File: src/rtl/ts4231_config_sequencer.sv
// Wakes each TS4231 sensor in turn: wait for light, write the config word, read it back,
// then command watch state. All pads are released once the last sensor is handled.
module ts4231_config_sequencer #(
  parameter int          N_SENSORS     = 4,
  parameter int          BIT_DIV       = 6,
  parameter int          LIGHT_TIMEOUT = 2400000,
  parameter logic [14:0] CONFIG_WORD   = 15'h392B
) (
  input  logic                 clk,
  input  logic                 reset,
  input  logic                 start,
  input  logic [N_SENSORS-1:0] e_in,
  input  logic [N_SENSORS-1:0] d_in,
  output logic [N_SENSORS-1:0] e_oe,
  output logic [N_SENSORS-1:0] e_out,
  output logic [N_SENSORS-1:0] d_oe,
  output logic [N_SENSORS-1:0] d_out,
  output logic                 busy,
  output logic                 done,
  output logic [N_SENSORS-1:0] sensor_ok,
  output logic [N_SENSORS-1:0] sensor_err
);
  localparam int IDX_W  = (N_SENSORS > 1) ? $clog2(N_SENSORS) : 1;
  localparam int HALF_W = $clog2(BIT_DIV);
  localparam int TMO_W  = $clog2(LIGHT_TIMEOUT + 1);
  localparam logic [HALF_W-1:0] HALF_MAX = HALF_W'(BIT_DIV - 1);
  localparam logic [TMO_W-1:0]  TMO_LAST = TMO_W'(LIGHT_TIMEOUT - 1);
  localparam logic [IDX_W-1:0]  IDX_LAST = IDX_W'(N_SENSORS - 1);

  typedef enum logic [3:0] {
    IDLE, LIGHT, WR_START, WR_BIT, WR_STOP, RD_START, RD_BIT, CHECK, WATCH, NEXT
  } state_t;

  state_t                 state_reg, state_next;
  logic [1:0]             phase_reg, phase_next;
  logic [3:0]             bit_reg, bit_next;
  logic [HALF_W-1:0]      half_reg, half_next;
  logic [TMO_W-1:0]       timer_reg, timer_next;
  logic [IDX_W-1:0]       idx_reg, idx_next;
  logic [14:0]            shift_reg, shift_next;
  logic [N_SENSORS-1:0]   ok_reg, ok_next, err_reg, err_next;
  logic                   busy_reg, busy_next, done_reg, done_next;
  logic [N_SENSORS-1:0]   e_meta_reg, e_sync_reg, e_prev_reg, d_meta_reg, d_sync_reg;
  logic [N_SENSORS-1:0]   e_oe_reg, e_out_reg, d_oe_reg, d_out_reg;
  logic [N_SENSORS-1:0]   sel_next;
  logic                   half_done, e_rise, timed;
  logic                   eo_next, ev_next, do_next, dv_next;

  assign half_done = (half_reg == '0);
  assign e_rise    = e_sync_reg[idx_reg] & ~e_prev_reg[idx_reg];
  assign timed     = (state_reg inside {WR_START, WR_BIT, WR_STOP, RD_START, RD_BIT, WATCH});

  genvar gi;
  generate
    for (gi = 0; gi < N_SENSORS; gi++) begin : g_sel
      assign sel_next[gi] = (idx_next == IDX_W'(gi));
    end
  endgenerate

  always_comb begin
    state_next = state_reg;
    phase_next = phase_reg;
    bit_next   = bit_reg;
    half_next  = HALF_MAX;
    timer_next = timer_reg;
    idx_next   = idx_reg;
    shift_next = shift_reg;
    ok_next    = ok_reg;
    err_next   = err_reg;
    busy_next  = busy_reg;
    done_next  = 1'b0;
    if (timed && !half_done) half_next = half_reg - HALF_W'(1);
    case (state_reg)
      IDLE: begin
        // a start coinciding with the done pulse is dropped
        if (start && !done_reg) begin
          idx_next   = '0;
          ok_next    = '0;
          err_next   = '0;
          busy_next  = 1'b1;
          timer_next = '0;
          state_next = LIGHT;
        end
      end
      LIGHT: begin
        if (e_rise) begin
          phase_next = 2'd0;
          state_next = WR_START;
        end else if (timer_reg == TMO_LAST) begin
          err_next[idx_reg] = 1'b1;
          state_next        = NEXT;
        end else begin
          timer_next = timer_reg + TMO_W'(1);
        end
      end
      WR_START: if (half_done) begin
        if (phase_reg == 2'd2) begin
          phase_next = 2'd0;
          bit_next   = 4'd14;
          state_next = WR_BIT;
        end else phase_next = phase_reg + 2'd1;
      end
      WR_BIT: if (half_done) begin
        if (phase_reg == 2'd2) begin
          phase_next = 2'd0;
          if (bit_reg == 4'd0) state_next = WR_STOP;
          else bit_next = bit_reg - 4'd1;
        end else phase_next = phase_reg + 2'd1;
      end
      WR_STOP: if (half_done) begin
        if (phase_reg == 2'd2) begin
          phase_next = 2'd0;
          state_next = RD_START;
        end else phase_next = phase_reg + 2'd1;
      end
      RD_START: if (half_done) begin
        phase_next = 2'd0;
        bit_next   = 4'd14;
        state_next = RD_BIT;
      end
      RD_BIT: if (half_done) begin
        if (phase_reg == 2'd0) begin
          shift_next = {shift_reg[13:0], d_sync_reg[idx_reg]};
          phase_next = 2'd1;
        end else begin
          phase_next = 2'd0;
          if (bit_reg == 4'd0) state_next = CHECK;
          else bit_next = bit_reg - 4'd1;
        end
      end
      CHECK: begin
        if (shift_reg == CONFIG_WORD) begin
          phase_next = 2'd0;
          state_next = WATCH;
        end else begin
          err_next[idx_reg] = 1'b1;
          state_next        = NEXT;
        end
      end
      WATCH: if (half_done) begin
        if (phase_reg == 2'd2) begin
          ok_next[idx_reg] = 1'b1;
          state_next       = NEXT;
        end else phase_next = phase_reg + 2'd1;
      end
      NEXT: begin
        if (idx_reg == IDX_LAST) begin
          done_next  = 1'b1;
          busy_next  = 1'b0;
          state_next = IDLE;
        end else begin
          idx_next   = idx_reg + IDX_W'(1);
          timer_next = '0;
          state_next = LIGHT;
        end
      end
      default: state_next = IDLE;
    endcase
  end

  // Pad drive is decoded from the next state so the pins change on the same edge as the FSM
  always_comb begin
    eo_next = 1'b0;
    ev_next = 1'b0;
    do_next = 1'b0;
    dv_next = 1'b0;
    case (state_next)
      WR_START: begin eo_next = 1'b1; do_next = 1'b1; ev_next = (phase_next != 2'd2); dv_next = (phase_next == 2'd0); end
      WR_BIT:   begin eo_next = 1'b1; do_next = 1'b1; ev_next = (phase_next == 2'd1); dv_next = CONFIG_WORD[bit_next]; end
      WR_STOP:  begin eo_next = 1'b1; do_next = 1'b1; ev_next = (phase_next != 2'd0); dv_next = (phase_next == 2'd2); end
      RD_START: eo_next = 1'b1;
      RD_BIT:   begin eo_next = 1'b1; ev_next = (phase_next == 2'd0); end
      CHECK:    eo_next = 1'b1;
      WATCH:    begin eo_next = (phase_next != 2'd2); ev_next = (phase_next == 2'd1); do_next = 1'b1; dv_next = 1'b1; end
      default:  ;
    endcase
  end

  always_ff @(posedge clk or posedge reset) begin
    if (reset) begin
      state_reg  <= IDLE;
      phase_reg  <= '0;
      bit_reg    <= '0;
      half_reg   <= HALF_MAX;
      timer_reg  <= '0;
      idx_reg    <= '0;
      shift_reg  <= '0;
      ok_reg     <= '0;
      err_reg    <= '0;
      busy_reg   <= 1'b0;
      done_reg   <= 1'b0;
      e_meta_reg <= '0;
      e_sync_reg <= '0;
      e_prev_reg <= '0;
      d_meta_reg <= '0;
      d_sync_reg <= '0;
      e_oe_reg   <= '0;
      e_out_reg  <= '0;
      d_oe_reg   <= '0;
      d_out_reg  <= '0;
    end else begin
      state_reg  <= state_next;
      phase_reg  <= phase_next;
      bit_reg    <= bit_next;
      half_reg   <= half_next;
      timer_reg  <= timer_next;
      idx_reg    <= idx_next;
      shift_reg  <= shift_next;
      ok_reg     <= ok_next;
      err_reg    <= err_next;
      busy_reg   <= busy_next;
      done_reg   <= done_next;
      e_meta_reg <= e_in;
      e_sync_reg <= e_meta_reg;
      e_prev_reg <= e_sync_reg;
      d_meta_reg <= d_in;
      d_sync_reg <= d_meta_reg;
      e_oe_reg   <= eo_next ? sel_next : '0;
      e_out_reg  <= (eo_next && ev_next) ? sel_next : '0;
      d_oe_reg   <= do_next ? sel_next : '0;
      d_out_reg  <= (do_next && dv_next) ? sel_next : '0;
    end
  end

  assign e_oe       = e_oe_reg;
  assign e_out      = e_out_reg;
  assign d_oe       = d_oe_reg;
  assign d_out      = d_out_reg;
  assign busy       = busy_reg;
  assign done       = done_reg;
  assign sensor_ok  = ok_reg;
  assign sensor_err = err_reg;
endmodule

File: config.mk
export PLATFORM = sky130hd
export DESIGN_NAME = ts4231_config_sequencer
export DESIGN_NICKNAME = d
export VERILOG_FILES = /design/src/rtl/ts4231_config_sequencer.sv
export SDC_FILE = /design/constraint.sdc
export NUM_CORES = 1
export LEC_CHECK = 0
export CORE_UTILIZATION = 24
export CTS_BUF_LIST = sky130_fd_sc_hd__clkbuf_4 sky130_fd_sc_hd__clkbuf_8 sky130_fd_sc_hd__clkbuf_16
export DETAILED_ROUTE_END_ITERATION = 8
export HOLD_SLACK_MARGIN = 0.15
export PLACE_DENSITY = 0.42
export SYNTH_ARGS = -nofsm -noshare
export SYNTH_HDL_FRONTEND = slang
export SYNTH_SLANG_ARGS = --single-unit
File: constraint.sdc
create_clock -name clk -period 6.1 [get_ports clk]
set_input_delay 1.525 -clock clk [delete_from_list [all_inputs] [get_ports clk]]
set_output_delay 1.525 -clock clk [all_outputs]
set_load 0.02 [all_outputs]
==> metrics.yaml <==
maxCapViolations: 0
synth_cells: 452
grt_setup_unrepaired: "false"
hold_buffers: 0
dpl_worst_slack_ns: 1.905
synth_nets: 473
wirelength_mm: 11.26
mappedNetlistArea_um2: 4855
path_max_fanout: 21
netlist_top_cells_count: "96 x dfrtp_1, 50 x nor2_1, 33 x nand2_1"
final_nets: 506
grt_pass1_vias: 3436
p_total_mw: 1.872
fin_crit_sh_pct: 62.42
clk_path_buf_depth: 2
rows: 51
swShare_pct: 34.87
final_max_slew_viol_count: 0
setup_ws_ns: 2.293
cts_sinks: 98
die-area_um2: 20800
p_per_area_nw_per_um2: 323.9
cp-end-kind: "flop"
synthTopCellsByArea: "dfrtp_1 49%, nor2_1 3.9%, mux2_2 3.5%, ha_1 2.6%, nand2_1 2.6%"
htreeDepth: 3
p_int_mw: 1.219
power.share.clock_pct: 30.1
r2r_slack_ns: 2.46
leakage_nw: 2.468
diodes: 0
largest_register_ffs: 22
yosys.area.top_type: "dfrtp_1"
post_drt_wl_per_cell_um: 14.91
yosysMostFrequentCell: "dfrtp_1"
start_util_pct: 24.70
drcViolationCount: 0
cts.clk_slew.worst_paths_ns: 0.07
dr_total_vias: 3494
outcome: "completed"
cts_setup_buffers: 0
ys.flop_type: "dfrtp_1"
tightest_slew_ns: 1.006
reg2regPathDepth: 8
yosys_warnings: 0
cp.required_ns: 6.29
track_usage_pct: 11.90
timing.hold.worst_path_depth: 0
dp_hpwl_mm: 8.076
core-area_um2: 19650
clkLatencyLatePin_ns: 0.36
cp-start-kind: "input pin"
min_period_ns: 3.807
clock-root-buffer: "clkbuf_16"
dpl.cell_count: 739
synth_edf_count: 0
syn_area_per_cell_um2: 10.74
synth_seq_cells: 98
p_comb_share_pct: 28.5
avgViaCountPerCell: 4.628
ys_seq_area_share_pct: 50.57
grt_pass1_wl_mm: 18.77
gp_congestion: 0.7938
grt-ovfl-total: 0
grt_max_degree: 62
min_path_type: "reg -> reg"
drt_iter0_markers: 145
path_class: "in -> reg"
cp.arrival_ns: 4.00
power_frac_seq_pct: 41.3
ant_nets: 0
cts_tree: "done"
whs_ns: 0.3498
final.setup.tns_ns: 0
syn_to_final_growth_pct: 19.07
dieWidth_um: 144.2
port_buffers: 36
hold_viol: 0
fin_skew_ns: 0.01197
max_freq_mhz: 262.6
async_flop_share_pct: 100.0
dieHeight_um: 144.2
cts_resized: 0
pin_count: 37
fin_area_um2: 5781
synth_top_area_share_pct: 49.48
dpl-instance-area_um2: 5485
max-vdd-ir-drop_mv: 0.1586
finalSetupViolCount: 0
cts_buffers: 9
yosysUniqueCellTypes: 80
relSlewSlack_pct: 31.97
drive_gt1_share_pct: 12.65
drt_pre_antenna_iters: 4
power_switching_uw: 653.0
finalNonFillerCells: 755
final_core_util_pct: 29.41
antenna_found_initial: 0
final cells by class:
| cell class | count | area, µm² |
|---|---|---|
| fill | 2082 | 13870 |
| sequential | 98 | 2455 |
| multi-input combinational | 317 | 2246 |
| timing repair buffer | 37 | 367.9 |
| tap | 265 | 331.6 |
| clock buffer | 11 | 252.7 |
| inverter | 22 | 85.08 |
| clock inverter | 5 | 42.54 |
cell families (layout without fill, tap and decap cells):
| group | count (synthesis) | count (layout) | synth area share (%) |
|---|---|---|---|
| muxes | 19 | 19 | 4.897 |
| adders and majority gates | 10 | 10 | 2.577 |
| xor gates and xnor gates | 23 | 23 | 4.149 |
| AOI/OAI and AO/OA | 92 | 92 | 14.12 |
| DFF | 98 | 98 | 50.57 |
| and+or+nand+nor | 173 | 173 | 20.39 |
| buffers and inverters | 37 | 75 | 3.299 |
worst max-delay path, cell delays in order:
cell,delay [ns]
clkdlybuf4s50_1,0.46
nand2b_1,0.15
o2bb2ai_2,0.83
a21oi_1,0.10
nand4b_1,0.25
inv_1,0.12
a311oi_1,0.47
nor2_1,0.09
cells in the final DEF, fill, tap and decap left out, types with 5 or more instances in the layout:
cell             instances
a21oi_1                 21
a31oi_1                 10
and2_1                   7
and3_1                   7
clkbuf_16                9
clkdlybuf4s50_1         36
dfrtp_1                 96
ha_1                    10
inv_1                   21
mux2_2                  15
nand2_1                 33
nand3_1                  8
nand4_1                  9
nor2_1                  50
nor2b_1                  6
nor3_1                   7
nor4bb_1                 5
o21a_1                   5
o21ai_0                 13
xnor2_1                 10
xor2_1                  13
worst paths after layout:
| check | endpoint | from |
|---|---|---|
| worst min-delay path | e_sync_reg[3]$_DFF_PP0_ | e_meta_reg[3]$_DFF_PP0_ |
| worst max-delay path | e_oe[1]$_DFF_PP0_ | start |
| max in group asynchronous | timer_reg[7]$_DFFE_PP0P_ | reset |
| min in group asynchronous | done$_DFF_PP0_ | reset |
| worst min register to register | e_sync_reg[3]$_DFF_PP0_ | e_meta_reg[3]$_DFF_PP0_ |
| worst max register to register | d_out[0]$_DFF_PP0_ | state_reg[2]$_DFF_PP0_ |
power groups by stage:
stage	registers, mW	clock network, mW	logic [mW]
floorplan	0.773	0	0.393
global placement	0.786	0	0.534
detailed placement	0.787	0	0.536
CTS	0.774	0.583	0.539
global route	0.785	0.608	0.597
finish	0.774	0.564	0.534
metal layers:
metal | wire length, µm | track usage [%] | vias to the layer above
li1 | - | - | 1701
met5 | 0 | 0 | -
met3 | 265 | 1.821 | 11
met1 | 5605 | 16.51 | 1723
met4 | 201 | 5.319 | 0
met2 | 5187 | 18.20 | 59
(Power assumes the default switching activity.)
